$ cat src/rtl/ifetch_pkg.sv
// rtl/ifetch_pkg.sv - shared types and constants for the instruction-fetch stage
package ifetch_pkg;

  typedef enum logic [1:0] {
    ST_REQ  = 2'd0,
    ST_WAIT = 2'd1,
    ST_HOLD = 2'd2,
    ST_DROP = 2'd3
  } fetch_state_t;

  localparam logic [31:0] NOP_INSTR        = 32'h0000_0000;
  localparam logic [31:0] PC_ALIGN_MASK    = 32'hFFFF_FFFC;
  localparam logic [31:0] DEFAULT_RESET_PC = 32'h0000_0000;

endpackage

$ cat src/rtl/pc_reg.sv
// rtl/pc_reg.sv - 32-bit program counter register with sync reset and load enable
module pc_reg #(
  parameter logic [31:0] RESET_VAL = 32'h0000_0000
) (
  input  logic        clk,
  input  logic        reset,
  input  logic        i_load,
  input  logic [31:0] i_d,
  output logic [31:0] o_q
);

  logic [31:0] r_q;

  always_ff @(posedge clk) begin
    if (reset) begin
      r_q <= RESET_VAL;
    end else if (i_load) begin
      r_q <= i_d;
    end
  end

  assign o_q = r_q;

endmodule

$ cat src/rtl/ifetch_unit.sv
// rtl/ifetch_unit.sv - instruction fetch stage: owns the PC, one outstanding
// memory request, holds the fetched instruction until IF/ID accepts it
module ifetch_unit #(
  parameter logic [31:0] RESET_PC  = ifetch_pkg::DEFAULT_RESET_PC,
  parameter logic [31:0] NOP_INSTR = ifetch_pkg::NOP_INSTR
) (
  input  logic        clk,
  input  logic        reset,
  input  logic        stall,
  input  logic        redirect,
  input  logic [31:0] redirectPc,
  output logic [31:0] iaddr,
  output logic        ireq,
  input  logic [31:0] ibus,
  input  logic        ivalid,
  output logic [31:0] instruction,
  output logic [31:0] pcPlus4ValOut,
  output logic        fetchValid
);

  import ifetch_pkg::*;

  fetch_state_t r_state;
  fetch_state_t w_next_state;
  logic [31:0]  r_instr;
  logic [31:0]  r_pc_plus4;
  logic         r_valid;
  logic [31:0]  w_pc;
  logic [31:0]  w_pc_plus4;
  logic [31:0]  w_pc_next;
  logic         w_pc_load;
  logic         w_capture;
  logic         w_clear;

  pc_reg #(
    .RESET_VAL (RESET_PC & PC_ALIGN_MASK)
  ) u_pc_reg (
    .clk    (clk),
    .reset  (reset),
    .i_load (w_pc_load),
    .i_d    (w_pc_next),
    .o_q    (w_pc)
  );

  assign w_pc_plus4 = w_pc + 32'd4;

  always_comb begin
    w_next_state = r_state;
    w_pc_load    = 1'b0;
    w_pc_next    = w_pc_plus4;
    w_capture    = 1'b0;
    w_clear      = 1'b0;
    if (redirect) begin
      // Redirect wins over any response; an in-flight request must still drain in DROP
      w_pc_load = 1'b1;
      w_pc_next = redirectPc & PC_ALIGN_MASK;
      case (r_state)
        ST_REQ:  w_next_state = ST_REQ;
        ST_WAIT: w_next_state = ivalid ? ST_REQ : ST_DROP;
        ST_HOLD: begin
          w_next_state = ST_REQ;
          w_clear      = 1'b1;
        end
        default: w_next_state = ivalid ? ST_REQ : ST_DROP;
      endcase
    end else begin
      case (r_state)
        ST_REQ:  w_next_state = ST_WAIT;
        ST_WAIT: begin
          if (ivalid) begin
            w_next_state = ST_HOLD;
            w_capture    = 1'b1;
            w_pc_load    = 1'b1;
          end
        end
        ST_HOLD: begin
          if (!stall) begin
            w_next_state = ST_WAIT;
            w_clear      = 1'b1;
          end
        end
        default: begin
          if (ivalid) begin
            w_next_state = ST_REQ;
          end
        end
      endcase
    end
  end

  always_ff @(posedge clk) begin
    if (reset) begin
      r_state    <= ST_REQ;
      r_instr    <= NOP_INSTR;
      r_pc_plus4 <= 32'h0000_0000;
      r_valid    <= 1'b0;
    end else begin
      r_state <= w_next_state;
      if (w_capture) begin
        r_instr    <= ibus;
        r_pc_plus4 <= w_pc_plus4;
        r_valid    <= 1'b1;
      end else if (w_clear) begin
        r_instr <= NOP_INSTR;
        r_valid <= 1'b0;
      end
    end
  end

  assign ireq          = !reset && !redirect &&
                         (r_state == ST_REQ || (r_state == ST_HOLD && !stall));
  assign iaddr         = w_pc;
  assign instruction   = r_instr;
  assign pcPlus4ValOut = r_pc_plus4;
  assign fetchValid    = r_valid;

endmodule

$ cat config.mk
export PLATFORM = sky130hd
export DESIGN_NAME = ifetch_unit
export DESIGN_NICKNAME = d
export VERILOG_FILES = /design/src/rtl/ifetch_pkg.sv /design/src/rtl/pc_reg.sv /design/src/rtl/ifetch_unit.sv
export SDC_FILE = /design/constraint.sdc
export NUM_CORES = 1
export LEC_CHECK = 0
export CORE_UTILIZATION = 44
export DETAILED_ROUTE_END_ITERATION = 10
export MAX_ROUTING_LAYER = met4
export PLACE_DENSITY = 0.83
export SKIP_CTS_REPAIR_TIMING = 1
export SLEW_MARGIN = 10
export SYNTH_ARGS = -nofsm -noshare
export SYNTH_HDL_FRONTEND = slang
export SYNTH_SLANG_ARGS = --single-unit
$ cat constraint.sdc
create_clock -name clk -period 2.6 [get_ports clk]
set_input_delay 0.39 -clock clk [delete_from_list [all_inputs] [get_ports clk]]
set_output_delay 0.39 -clock clk [all_outputs]
set_load 0.05 [all_outputs]
# Word-level counts from Yosys, hierarchy flattened
# Index checks and enable logic that the tools add are counted.
dict set report classes {
  add_sub_neg 1
  n_eq_ne 4
  mux 20
  n_reduce_logical 12
}
# cell count
set op_table {}
lappend op_table {{$mux W32} 3}
lappend op_table {{$add A32 B3 Y32 const B} 1}
lappend op_table {{$mux W2} 6}
lappend op_table {{$mux W1} 10}
lappend op_table {{$ne A3 B3 Y1 const B} 2}
lappend op_table {{$pmux W2 S3} 1}
lappend op_table {{$reduce_bool A4 Y1} 1}
lappend op_table {{$logic_and A1 B1 Y1} 3}
lappend op_table {{$logic_not A1 Y1} 3}
lappend op_table {{$reduce_and A3 Y1} 1}
lappend op_table {{$eq A2 B1 Y1 const B} 1}
lappend op_table {{$eq A2 B2 Y1 const B} 1}
lappend op_table {{$logic_not A2 Y1} 1}
lappend op_table {{$reduce_bool A2 Y1} 1}
lappend op_table {{$reduce_or A2 Y1} 1}
lappend op_table {{$logic_or A1 B1 Y1} 1}
dict set report word_totals {
  ff_bits 99
  elab_cells 42
}

# Depth between registers and ports, before layout
dict set report depth {
  word_depth 5
  mapped_depth 8
  mapped_depth_nobuf 6
}

# Hierarchy
# Synthesis repeated with hierarchy kept, for this count alone.
dict set report unflattened {
  hier_cells 567
  hier_area_um2 4697.0
}
# module instances cells_each area_each_um2
set by_module_without_submodules {}
lappend by_module_without_submodules {ifetch_unit 1 464 3533.4}
lappend by_module_without_submodules {pc_reg 1 103 1163.6}

# Worst setup path before layout
# OpenSTA, ideal clock, no wires.
dict set report synth_timing {
  kind {register -> register}
  startpoint {register u_pc_reg.r_q[9], in the netlist u_pc_reg.o_q[9]}
  endpoint {register u_pc_reg.r_q[29], in the netlist u_pc_reg.o_q[29]}
  setup_ns 0.091
  arrival_time_ns 2.689
  path_slack_ns -0.180
  path_stages_with_launch 8
  period_less_slack_ns 2.780
  path_cell_list {dfxtp_1 > buf_2 > nand4_2 > or4_4 > buf_6 > or4_4 > or3_1 > a311oi_1}
}
dict set report synth_between {
  elab_chain_len 2
}
# item line_no
set synth_rtl {}
lappend synth_rtl {{from (decl)} pc_reg.sv:12} ;# logic [31:0] r_q;
lappend synth_rtl {{from (signal assigned)} pc_reg.sv:18} ;# r_q <= i_d;
lappend synth_rtl {{$add A32 B3 Y32} ifetch_unit.sv:45} ;# assign w_pc_plus4 = w_pc + 32'd4;
lappend synth_rtl {{$mux W32} ifetch_unit.sv:53} ;# if (redirect) begin
# Every way passes these cells.
# A chain may end at the register's enable or synchronous reset.

# Final worst setup path
dict set report layout_timing {
  startpoint {register u_pc_reg.r_q[12], in the netlist u_pc_reg.o_q[12]}
  endpoint {register u_pc_reg.r_q[29], in the netlist u_pc_reg.o_q[29]}
}
# Same word-level chain as after synthesis.

==> results.json <==
{
  "fin_util": 0.6728,
  "post-route-min-period_ns": 2.338,
  "portBuffers": 160,
  "power.density_nw_per_um2": 527.1,
  "p_sw_w": 0.0009845,
  "power.combinational.fraction": 0.209,
  "ys_seq_elements": 95,
  "internal_power_w": 0.002339,
  "min_path_type": "input port to register",
  "sw_frac_of_total": 0.2962,
  "power.clock.fraction": 0.313,
  "synth_top_flop_cell": "sky130_fd_sc_hd__dfxtp_1",
  "ctsHtreeMaxLevel": 3,
  "num_io_pins": 167,
  "postPlaceCellArea_um2": 6095,
  "tritoncts": "built",
  "finalInstanceArea_um2": 6305,
  "cts-buffers-inserted": 9,
  "drc": 0,
  "critPathCaptureType": "register",
  "cts.reportedPaths.clkPinSlew_ns": 0.09,
  "final_nets": 729,
  "die-height_um": 101.2,
  "layout-drive-gt1-share": 0.07240,
  "via_per_inst": 5.350,
  "yosys_warnings": 0,
  "grt_setup_unrepaired": "false",
  "worst_ir_drop_vdd_mv": 0.3193,
  "worstPathArrival_ns": 2.60,
  "skew_ns": 0.01102,
  "layout_commonest_cell": "sky130_fd_sc_hd__clkdlybuf4s50_1",
  "die-width_um": 101.2,
  "synth-edff-count": 0,
  "outcome": "finished clean",
  "synth.cell_area_um2": 4327,
  "drt-total-wl_um": 12420,
  "ys_types": 41,
  "grt_overflow_total": 0,
  "grt_start_max_net_pins": 90,
  "clock_sink_count": 95,
  "gp_congestion": 0.8647,
  "ys_seq_area_frac": 0.4396,
  "num_antenna_cells": 0,
  "fmax_ghz": 0.4277,
  "cts_root_buf": "sky130_fd_sc_hd__clkbuf_8",
  "first_global_vias": 4082,
  "coreArea_um2": 9371,
  "static_leak_nw": 2.058,
  "power_share_of_the_sequential_group": 0.478,
  "grt_antenna_before_repair": 0,
  "design.die.area_um2": 10230,
  "postSynthAreaPerCell_um2": 8.369,
  "global_route_wire_length_before_repair_um": 19850,
  "groute.usage.overall": 0.2515,
  "clk-insertion-delay-late_ns": 0.35,
  "max-slew-margin-rel": 0.6131,
  "period_share": 0.8992,
  "drt_pre_antenna_iters": 4,
  "route.antenna.remaining_nets": 0,
  "startpoint_type": "register",
  "most-common-layout-cells": "sky130_fd_sc_hd__clkdlybuf4s50_1, sky130_fd_sc_hd__nor2_1, sky130_fd_sc_hd__dfxtp_1",
  "cp_required_ns": 2.87,
  "layout-area-overhead-vs-synth_pct": 45.72,
  "routed-via-count": 4237,
  "setup_viol_count_final": 0,
  "fill_cells": 801,
  "timing_worst_slew_pin_value_ns": 0.5785,
  "critPathMaxFanout": 5,
  "setup.worst_path.class": "register to register",
  "hold_viol_final": 0,
  "cts_buffer_depth": 2,
  "detailedPlacementHpwl_um": 8965,
  "initial_core_util": 0.4617,
  "number_of_design_rule_violations_left_by_the_first_detailed_router_iteration": 215,
  "count_of_mapped_cells_out_of_synthesis": 517,
  "report.final.slew_viol_count": 0,
  "core.rowCount": 35,
  "synth_async_sr_flop_share": 0,
  "max_cap_viol_count": 0,
  "route.detailed.wl_per_inst_um": 15.68
}
==> cells by family (layout without fill, tap and decap cells) <==
family                   after synthesis  after routing  share of synthesized area
AO/OA/AOI/OAI                        107            107                     0.1709
AND/OR/NAND/NOR                      204            204                     0.2201
XOR/XNOR                              54             54                     0.1093
buffers and inverters                 53            196                    0.05176
flip-flops                            95             95                     0.4396
multiplexers                           2              2                   0.004627
adder cells (fa/ha/maj)                1              1                   0.002891
other                                  1              4                  0.0008667
==> critical path, cell delays in order, from the launching register on <==
cell and delay (ns):
sky130_fd_sc_hd__dfxtp_1 0.44, sky130_fd_sc_hd__nand4_2 0.18, sky130_fd_sc_hd__or4_4 0.56, sky130_fd_sc_hd__or4_4 0.51
sky130_fd_sc_hd__or3_1 0.33, sky130_fd_sc_hd__a311oi_1 0.24
==> cells in the mapped netlist, types with 3 or more instances <==
master | instances | area, µm²
sky130_fd_sc_hd__a211oi_1 | 42 | 315.3
sky130_fd_sc_hd__a21oi_1 | 18 | 90.09
sky130_fd_sc_hd__a22oi_1 | 32 | 240.2
sky130_fd_sc_hd__and3_1 | 3 | 18.77
sky130_fd_sc_hd__and4_1 | 3 | 26.28
sky130_fd_sc_hd__buf_4 | 4 | 30.03
sky130_fd_sc_hd__clkbuf_1 | 40 | 150.1
sky130_fd_sc_hd__dfxtp_1 | 95 | 1902
sky130_fd_sc_hd__inv_1 | 3 | 11.26
sky130_fd_sc_hd__nand2_1 | 30 | 112.6
sky130_fd_sc_hd__nand3_1 | 15 | 75.07
sky130_fd_sc_hd__nand3b_1 | 3 | 22.52
sky130_fd_sc_hd__nand4_1 | 5 | 31.28
sky130_fd_sc_hd__nor2_1 | 98 | 367.9
sky130_fd_sc_hd__nor2b_1 | 3 | 18.77
sky130_fd_sc_hd__nor3_1 | 20 | 100.1
sky130_fd_sc_hd__nor4_1 | 10 | 62.56
sky130_fd_sc_hd__o21ai_0 | 8 | 40.04
sky130_fd_sc_hd__or3_1 | 4 | 25.02
sky130_fd_sc_hd__xnor2_1 | 45 | 394.1
sky130_fd_sc_hd__xor2_1 | 9 | 78.83
==> through the flow <==
stage,cells,power [W],TNS [ns],hold slack [ns],setup slack [ns]
final,792,0.003323,0,0.4662,0.2621
after global routing,792,0.003458,0,0.4848,0.1319
after CTS,792,0.003345,0,0.4546,0.2747
after detailed placement,777,0.002314,0,0.4809,0.2767
after global placement,777,0.002299,0,0.4681,0.3389
after floorplan,520,0.002024,-0.06376,0.5094,-0.06376
==> state kept, by name, summed over array words and instances (netlist names) <==
signal         cells
fetchValid         1
instruction       32
pcPlus4ValOut     30
r_state            2
u_pc_reg.o_q      30
==> worst paths after layout <==
kind | depth (start not counted) | endpoint | from | slack, ns
worst max-delay path | 5 | u_pc_reg.o_q[29]$_SDFFE_PP0P_ | u_pc_reg.o_q[12]$_SDFFE_PP0P_ | 0.26
worst min-delay path | 2 | instruction[12]$_SDFFE_PP0P_ | reset | 0.47
worst max register to register | 5 | u_pc_reg.o_q[29]$_SDFFE_PP0P_ | u_pc_reg.o_q[12]$_SDFFE_PP0P_ | 0.26
worst min register to register | 2 | pcPlus4ValOut[2]$_SDFFE_PP0P_ | pcPlus4ValOut[2]$_SDFFE_PP0P_ | 0.49
==> power groups by stage <==
stage | Combinational (W) | Sequential [W] | Clock (W)
floorplan | 0.000217 | 0.00181 | 0
global placement | 0.000682 | 0.00162 | 0
detailed placement | 0.000692 | 0.00162 | 0
CTS | 0.000695 | 0.00159 | 0.00106
global route | 0.000732 | 0.00160 | 0.00113
finish | 0.000693 | 0.00159 | 0.00104
==> routing by layer <==
layer | part of all wire | global-route usage | vias to the layer above
li1 | - | - | 2087
met1 | 0.42 | 0.3151 | 1998
met2 | 0.50 | 0.4155 | 129
met3 | 0.052 | 0.03244 | 23
met4 | 0.024 | 0.09142 | 0
met5 | 0 | - | -
==> final cells by class <==
type                       instances  area [µm²]  area share
multi-input combinational        372        2223      0.3526
sequential                        95        1911      0.3030
timing repair buffer             177        1784      0.2830
tap                              129       161.4     0.02560
clock buffer                       9       123.9     0.01965
clock inverter                     6       86.33     0.01369
inverter                           4       15.01    0.002381
No activity file was read; power rests on OpenSTA's default activity.
